File: config.mk
export PLATFORM = sky130hd
export DESIGN_NAME = dmem_arbiter
export DESIGN_NICKNAME = d
export VERILOG_FILES = /design/src/rtl/cpu_pkg.sv /design/src/rtl/arb_pick2.sv /design/src/rtl/dmem_arbiter.sv
export SDC_FILE = /design/constraint.sdc
export NUM_CORES = 1
export LEC_CHECK = 0
export ABC_AREA = 1
export CAP_MARGIN = 20
export CORE_AREA = 2 2 112 114
export CTS_BUF_LIST = sky130_fd_sc_hd__clkbuf_4
export CTS_CLUSTER_DIAMETER = 120
export DETAILED_ROUTE_END_ITERATION = 8
export DIE_AREA = 0 0 114 116
export HOLD_SLACK_MARGIN = 0.05
export PLACE_DENSITY = 0.74
export SLEW_MARGIN = 10
export SYNTH_ARGS = -nofsm -noshare
export SYNTH_HDL_FRONTEND = slang
export SYNTH_HIERARCHICAL = 1
export SYNTH_SLANG_ARGS = --single-unit
export TNS_END_PERCENT = 10
File: constraint.sdc
create_clock -name clk -period 2.7 [get_ports clk]
set_clock_uncertainty 0.15 [all_clocks]
set_input_delay 0.405 -clock clk [delete_from_list [all_inputs] [get_ports clk]]
set_output_delay 0.405 -clock clk [all_outputs]
set_load 0.05 [all_outputs]
File: src/rtl/cpu_pkg.sv
// Shared CPU-side definitions: word width, requester indices and the
// byte-to-word address helper used by the data-memory arbiter.
package cpu_pkg;

  localparam int WORD_W  = 32;
  localparam int REQ_CPU = 0;
  localparam int REQ_DBG = 1;
  localparam int WAIT_W  = 4;
  localparam int CNT_W   = 16;

  // Drops the byte offset; callers keep only the low RAM-address bits, so
  // anything above the RAM depth simply wraps.
  function automatic logic [WORD_W-1:0] byte_to_word(input logic [WORD_W-1:0] byte_addr);
    return byte_addr >> 2;
  endfunction

endpackage

File: src/rtl/arb_pick2.sv
// Two-way combinational picker: CPU priority with a starvation override,
// or round-robin against the previously granted requester.
module arb_pick2
  import cpu_pkg::*;
(
  input  logic [1:0] req,
  input  logic       rr_mode,
  input  logic       last,
  input  logic       starve,
  output logic [1:0] gnt
);

  always_comb begin
    gnt = 2'b00;
    case (req)
      2'b01: gnt[REQ_CPU] = 1'b1;
      2'b10: gnt[REQ_DBG] = 1'b1;
      2'b11: begin
        // last == 1 means the debug port won the previous granted cycle.
        if (rr_mode) begin
          if (last) gnt[REQ_CPU] = 1'b1;
          else      gnt[REQ_DBG] = 1'b1;
        end else begin
          if (starve) gnt[REQ_DBG] = 1'b1;
          else        gnt[REQ_CPU] = 1'b1;
        end
      end
      default: gnt = 2'b00;
    endcase
  end

endmodule

File: src/rtl/dmem_arbiter.sv
// Single-port data-memory arbiter between the CPU load/store port (m0) and
// the debug/loader port (m1); one access per cycle, 1-cycle read return.
module dmem_arbiter
  import cpu_pkg::*;
#(
  parameter int MEM_AW   = 8,
  parameter int RR_MODE  = 0,
  parameter int MAX_WAIT = 4
) (
  input  logic              clk,
  input  logic              reset,
  input  logic              m0_req,
  input  logic              m1_req,
  input  logic              m0_we,
  input  logic              m1_we,
  input  logic [WORD_W-1:0] m0_addr,
  input  logic [WORD_W-1:0] m1_addr,
  input  logic [WORD_W-1:0] m0_wdata,
  input  logic [WORD_W-1:0] m1_wdata,
  output logic              m0_gnt,
  output logic              m1_gnt,
  output logic              m0_rvalid,
  output logic              m1_rvalid,
  output logic [WORD_W-1:0] m0_rdata,
  output logic [WORD_W-1:0] m1_rdata,
  output logic              mem_en,
  output logic              mem_we,
  output logic [MEM_AW-1:0] mem_addr,
  output logic [WORD_W-1:0] mem_wdata,
  input  logic [WORD_W-1:0] mem_rdata,
  output logic [CNT_W-1:0]  conflict_cnt
);

  logic [1:0]        req;
  logic [1:0]        gnt;
  logic [1:0]        rd_owner;
  logic              last;
  logic              starve;
  logic [WAIT_W-1:0] wait_cnt;
  logic [WORD_W-1:0] word0;
  logic [WORD_W-1:0] word1;
  logic              unused_word_bits;

  assign req    = {m1_req, m0_req};
  assign starve = (wait_cnt == WAIT_W'(MAX_WAIT));

  arb_pick2 u_pick (
    .req     (req),
    .rr_mode (RR_MODE != 0),
    .last    (last),
    .starve  (starve),
    .gnt     (gnt)
  );

  assign m0_gnt = gnt[REQ_CPU];
  assign m1_gnt = gnt[REQ_DBG];

  assign word0            = byte_to_word(m0_addr);
  assign word1            = byte_to_word(m1_addr);
  assign unused_word_bits = ^{word0[WORD_W-1:MEM_AW], word1[WORD_W-1:MEM_AW]};

  // RAM port follows the winner; write enable is gated so an idle cycle
  // can never write.
  always_comb begin
    mem_en    = |gnt;
    mem_we    = 1'b0;
    mem_addr  = word0[MEM_AW-1:0];
    mem_wdata = m0_wdata;
    if (gnt[REQ_DBG]) begin
      mem_we    = m1_we;
      mem_addr  = word1[MEM_AW-1:0];
      mem_wdata = m1_wdata;
    end else if (gnt[REQ_CPU]) begin
      mem_we    = m0_we;
    end
  end

  // Grant cycle -> return cycle: arbitration history and read ownership.
  always_ff @(posedge clk or negedge reset) begin
    if (!reset) begin
      wait_cnt     <= '0;
      last         <= 1'b1;
      rd_owner     <= '0;
      conflict_cnt <= '0;
    end else begin
      if (!m1_req || gnt[REQ_DBG])
        wait_cnt <= '0;
      else if (wait_cnt != '1)
        wait_cnt <= wait_cnt + 1'b1;

      if (|gnt)
        last <= gnt[REQ_DBG];

      rd_owner <= gnt & {2{~mem_we}};

      if (&req && (conflict_cnt != '1))
        conflict_cnt <= conflict_cnt + 1'b1;
    end
  end

  assign m0_rvalid = rd_owner[REQ_CPU];
  assign m1_rvalid = rd_owner[REQ_DBG];
  assign m0_rdata  = rd_owner[REQ_CPU] ? mem_rdata : '0;
  assign m1_rdata  = rd_owner[REQ_DBG] ? mem_rdata : '0;

endmodule

==> flow_summary.yaml <==
layout:
  fin_cells: 859
  nets: 882
  diodes: 0
  layout-drive-gt1-share_pct: 23.6
  syn_to_final_growth_pct: 132
  sequential_cell_area_um2: 577
  fillers: 1197
  multi_input_comb_area_mm2: 0.00155
worst_setup_path:
  crit_chain: "inv_2 -> ha_1 -> and3_4 -> inv_1 -> nand2_2 -> nand3_4 -> nand2_8 -> clkinv_8 -> nand2_8 -> nor3b_4 -> buf_12"
  timing.rr.start: "wait_cnt[0]"
  cp.buffers_inverters: 4
  end_kind: "output port"
  critical_path_rt_ps: 2140
  setup.reg_to_reg.worst_slack_ps: 520
  critical_path.slowest_cell: "sky130_fd_sc_hd__dfrtp_1"
  worst_ep_arrival_time_ps: 2050
  crit_path_start: "wait_cnt[0]"
  critical_path.top_delay_family: "simple AND/OR/NAND/NOR gates"
  worstSetupStartpointType: "register"
  worstReg2RegEnd: "wait_cnt[0]"
  reg2reg_depth: 12
  setup.worst_path.class: "reg2out"
  worst_stage_delay_on_the_critical_path_ps: 420
  path_max_fanout: 5
  worst_path_most_repeated_cell: "sky130_fd_sc_hd__nand2_8"
sta:
  fin_crit_ps: 2600
  max_freq_ghz: 0.384
  setup_viol: 0
  postLayoutSetupSlackWorst_ps: 97.3
  min_period_over_period_pct: 96.4
  timing.final.max_slew_violations: 0
  measured_slew_at_the_worst_slew_check_pin_ps: 539
  worst_slew_margin_rel_pct: 64.0
  hold_viol: 0
detailed_routing:
  detailedRoute.firstIterationViolations: 122
  detail_route.first_pass.iterations: 5
  detail_route.wl_per_cell_um: 11.3
  via_per_inst: 4.08
  route.detailed.drc: 0
  antenna_left: 0
  final_wirelength_um: 9710
  vias: 3503
die:
  number_of_placement_rows: 40
  floorplan.io_pins: 292
  core_region_area_mm2: 0.0119
  chip_width_um: 114
  die_area_mm2: 0.0132
  effective_utilization_at_floorplan_pct: 20.1
  die_h_um: 116
synth:
  ys_warn_count: 6
  ys_seq_elements: 23
  synth_area_per_cell_um2: 5.26
  yosys-top-cells-area: "sky130_fd_sc_hd__nand2_1 (40%), sky130_fd_sc_hd__dfrtp_1 (23%), sky130_fd_sc_hd__inv_1 (13%)"
  asyncSetResetFlopFracSynth_pct: 100
  post_synth_top_area_share_pct: 40.2
  synth_enable_flop_cells: 0
  synth_top_cell_by_area: "sky130_fd_sc_hd__nand2_1"
  synth.distinct_cells: 25
  syn_inst: 456
  synth_top_flop_cell: "sky130_fd_sc_hd__dfrtp_1"
  leading_cell_types_by_count_after_synthesis: "sky130_fd_sc_hd__nand2_1 (257), sky130_fd_sc_hd__inv_1 (85), sky130_fd_sc_hd__dfrtp_1 (22)"
  synth-seq-area-share_pct: 24.0
  dominant_cell_by_count_in_the_synthesized_netlist: "sky130_fd_sc_hd__nand2_1"
  syn_area_mm2: 0.00240
clock_network:
  numCtsBuffers: 3
  clock_tree_from_tritoncts: "yes"
  clock_tree.htree_level_count: 1
  clock_sinks: 23
  cts_root_buffer: "sky130_fd_sc_hd__clkbuf_4"
  clkTransAtPathRegs_ps: 150
  clock_insertion_delay_worst_skew_ps: 330
  max-clock-path-buffers: 2
pwr:
  leakage_nw: 3.16
  switching_fraction_pct: 48.5
  part_of_the_power_in_combinational_logic_pct: 70.4
  p_int_mw: 1.05
  worst_ir_drop_vdd_mv: 0.248
  cellPowerDensity_mw_per_mm2: 365
  p_switching_mw: 0.986
  power.share.sequential_pct: 21.0
  part_of_the_total_power_dissipated_in_the_clock_network_pct: 8.6
global_route:
  track_usage_pct: 12.7
  overflow: 0
  number_of_global_route_vias_before_repair: 2965
  grt_antenna_before_repair: 0
  grt_first_pass_wirelength_um: 13800
  grt_start_max_net_pins: 34
placement:
  dpl.hpwl_um: 7990
  gp_congestion: 0.806
  numPortBuffers: 243
  post-place-ws_ps: 155
  dp.cells: 844
run:
  max-cap-violations: 0
run_status:
  result_of_the_run: "complete, no violations"
hold_path:
  min-delay-path-class: "in2async"
-- per-layer routing --
layer  vias to the layer above  share of wire [%]  global-route usage (%)
li1                       1832                  -                       -
met1                      1489                 37                    14.4
met5                         -                  0                       0
met3                        10                9.9                    3.14
met2                       172                 51                    23.8
met4                         0                1.5                    3.50
-- worst reg2reg max path: stages (launching register included) --
cell,delay [ps]
sky130_fd_sc_hd__dfrtp_1,390
sky130_fd_sc_hd__inv_2,50
sky130_fd_sc_hd__ha_1,190
sky130_fd_sc_hd__and3_4,180
sky130_fd_sc_hd__inv_1,60
sky130_fd_sc_hd__nand2_2,60
sky130_fd_sc_hd__nand3_4,100
sky130_fd_sc_hd__nand2_8,100
sky130_fd_sc_hd__buf_12,180
sky130_fd_sc_hd__nor2_2,200
sky130_fd_sc_hd__nand4_1,230
sky130_fd_sc_hd__nand3_1,130
sky130_fd_sc_hd__o21ai_1,70
-- worst max path at each step --
| stage | end | depth (start not counted) |
|---|---|---|
| final | mem_we | 11 |
| after global routing | mem_we | 11 |
| after CTS | mem_wdata[24] | 11 |
| after detailed placement | mem_we | 8 |
| after global placement | mem_we | 9 |
| after floorplan | mem_we | 9 |
-- through the flow --
stage	TNS, ps	utilization, %	hold slack (ps)	cell area [um^2]	total power, mW
2_1_floorplan	0	-	-40.6	2440	1.15
3_3_place_gp	0	45.0	304	5360	1.82
3_5_place_dp	0	45.0	310	5360	1.83
4_1_cts	0	45.4	269	5400	2.01
5_1_grt	-102	46.8	286	5570	2.14
6_report	0	46.8	261	5570	2.03
-- what timing repair did --
item / in CTS / in global routing
hold buffers: 0 / 0
setup endpoints to repair: 37 / 37
gates cloned: 0 / 4
gates resized for setup: 1 / 20
pin swaps: 0 / 4
buffers inserted: 2 / 5
-- placed cells by master (no fill, tap or decap), types with 5 or more instances in the layout --
cell type,instances
sky130_fd_sc_hd__buf_4,82
sky130_fd_sc_hd__nand4_1,6
sky130_fd_sc_hd__xor2_1,5
sky130_fd_sc_hd__buf_12,45
sky130_fd_sc_hd__nor2_4,6
sky130_fd_sc_hd__nand3_1,14
sky130_fd_sc_hd__dfrtp_1,22
sky130_fd_sc_hd__nor2_1,18
sky130_fd_sc_hd__nor2_2,5
sky130_fd_sc_hd__nand2_1,250
sky130_fd_sc_hd__nand2_2,10
sky130_fd_sc_hd__clkdlybuf4s50_1,133
sky130_fd_sc_hd__inv_1,83
-- power by group through the flow --
stage	Sequential, mW	Combinational (mW)	Clock, mW
floorplan	0.529	0.617	0
global placement	0.433	1.39	0
detailed placement	0.435	1.39	0
CTS	0.427	1.40	0.181
global route	0.434	1.51	0.194
finish	0.427	1.43	0.175
-- area by class of cell --
class	count	area share, %
Timing Repair Buffer	263	52.0
Clock buffer	3	0.404
Multi-Input combinational cell	335	27.7
Timing Repair inverter	1	0.157
Tap cell	147	3.30
Inverter	86	6.02
Clock inverter	1	0.0898
Sequential cell	23	10.4
-- logic make-up (layout without fill, tap and decap cells) --
kind of cell / after synthesis / count (layout) / synth area share, %
xor gates and xnor gates: 7 / 7 / 2.55
AOI/OAI and AO/OA: 4 / 4 / 0.886
and+or+nand+nor: 317 / 318 / 55.0
other: 1 / 3 / 0.156
buffers and inverters: 101 / 354 / 15.8
adders and majority gates: 3 / 3 / 1.56
DFF: 23 / 23 / 24.0
-- flip-flops by register name (all words and copies together), names as in the netlist --
| signal | flops |
|---|---|
| wait_cnt | 4 |
| rd_owner | 2 |
| last | 1 |
| conflict_cnt | 16 |
Power figures use the tool's default switching activity.
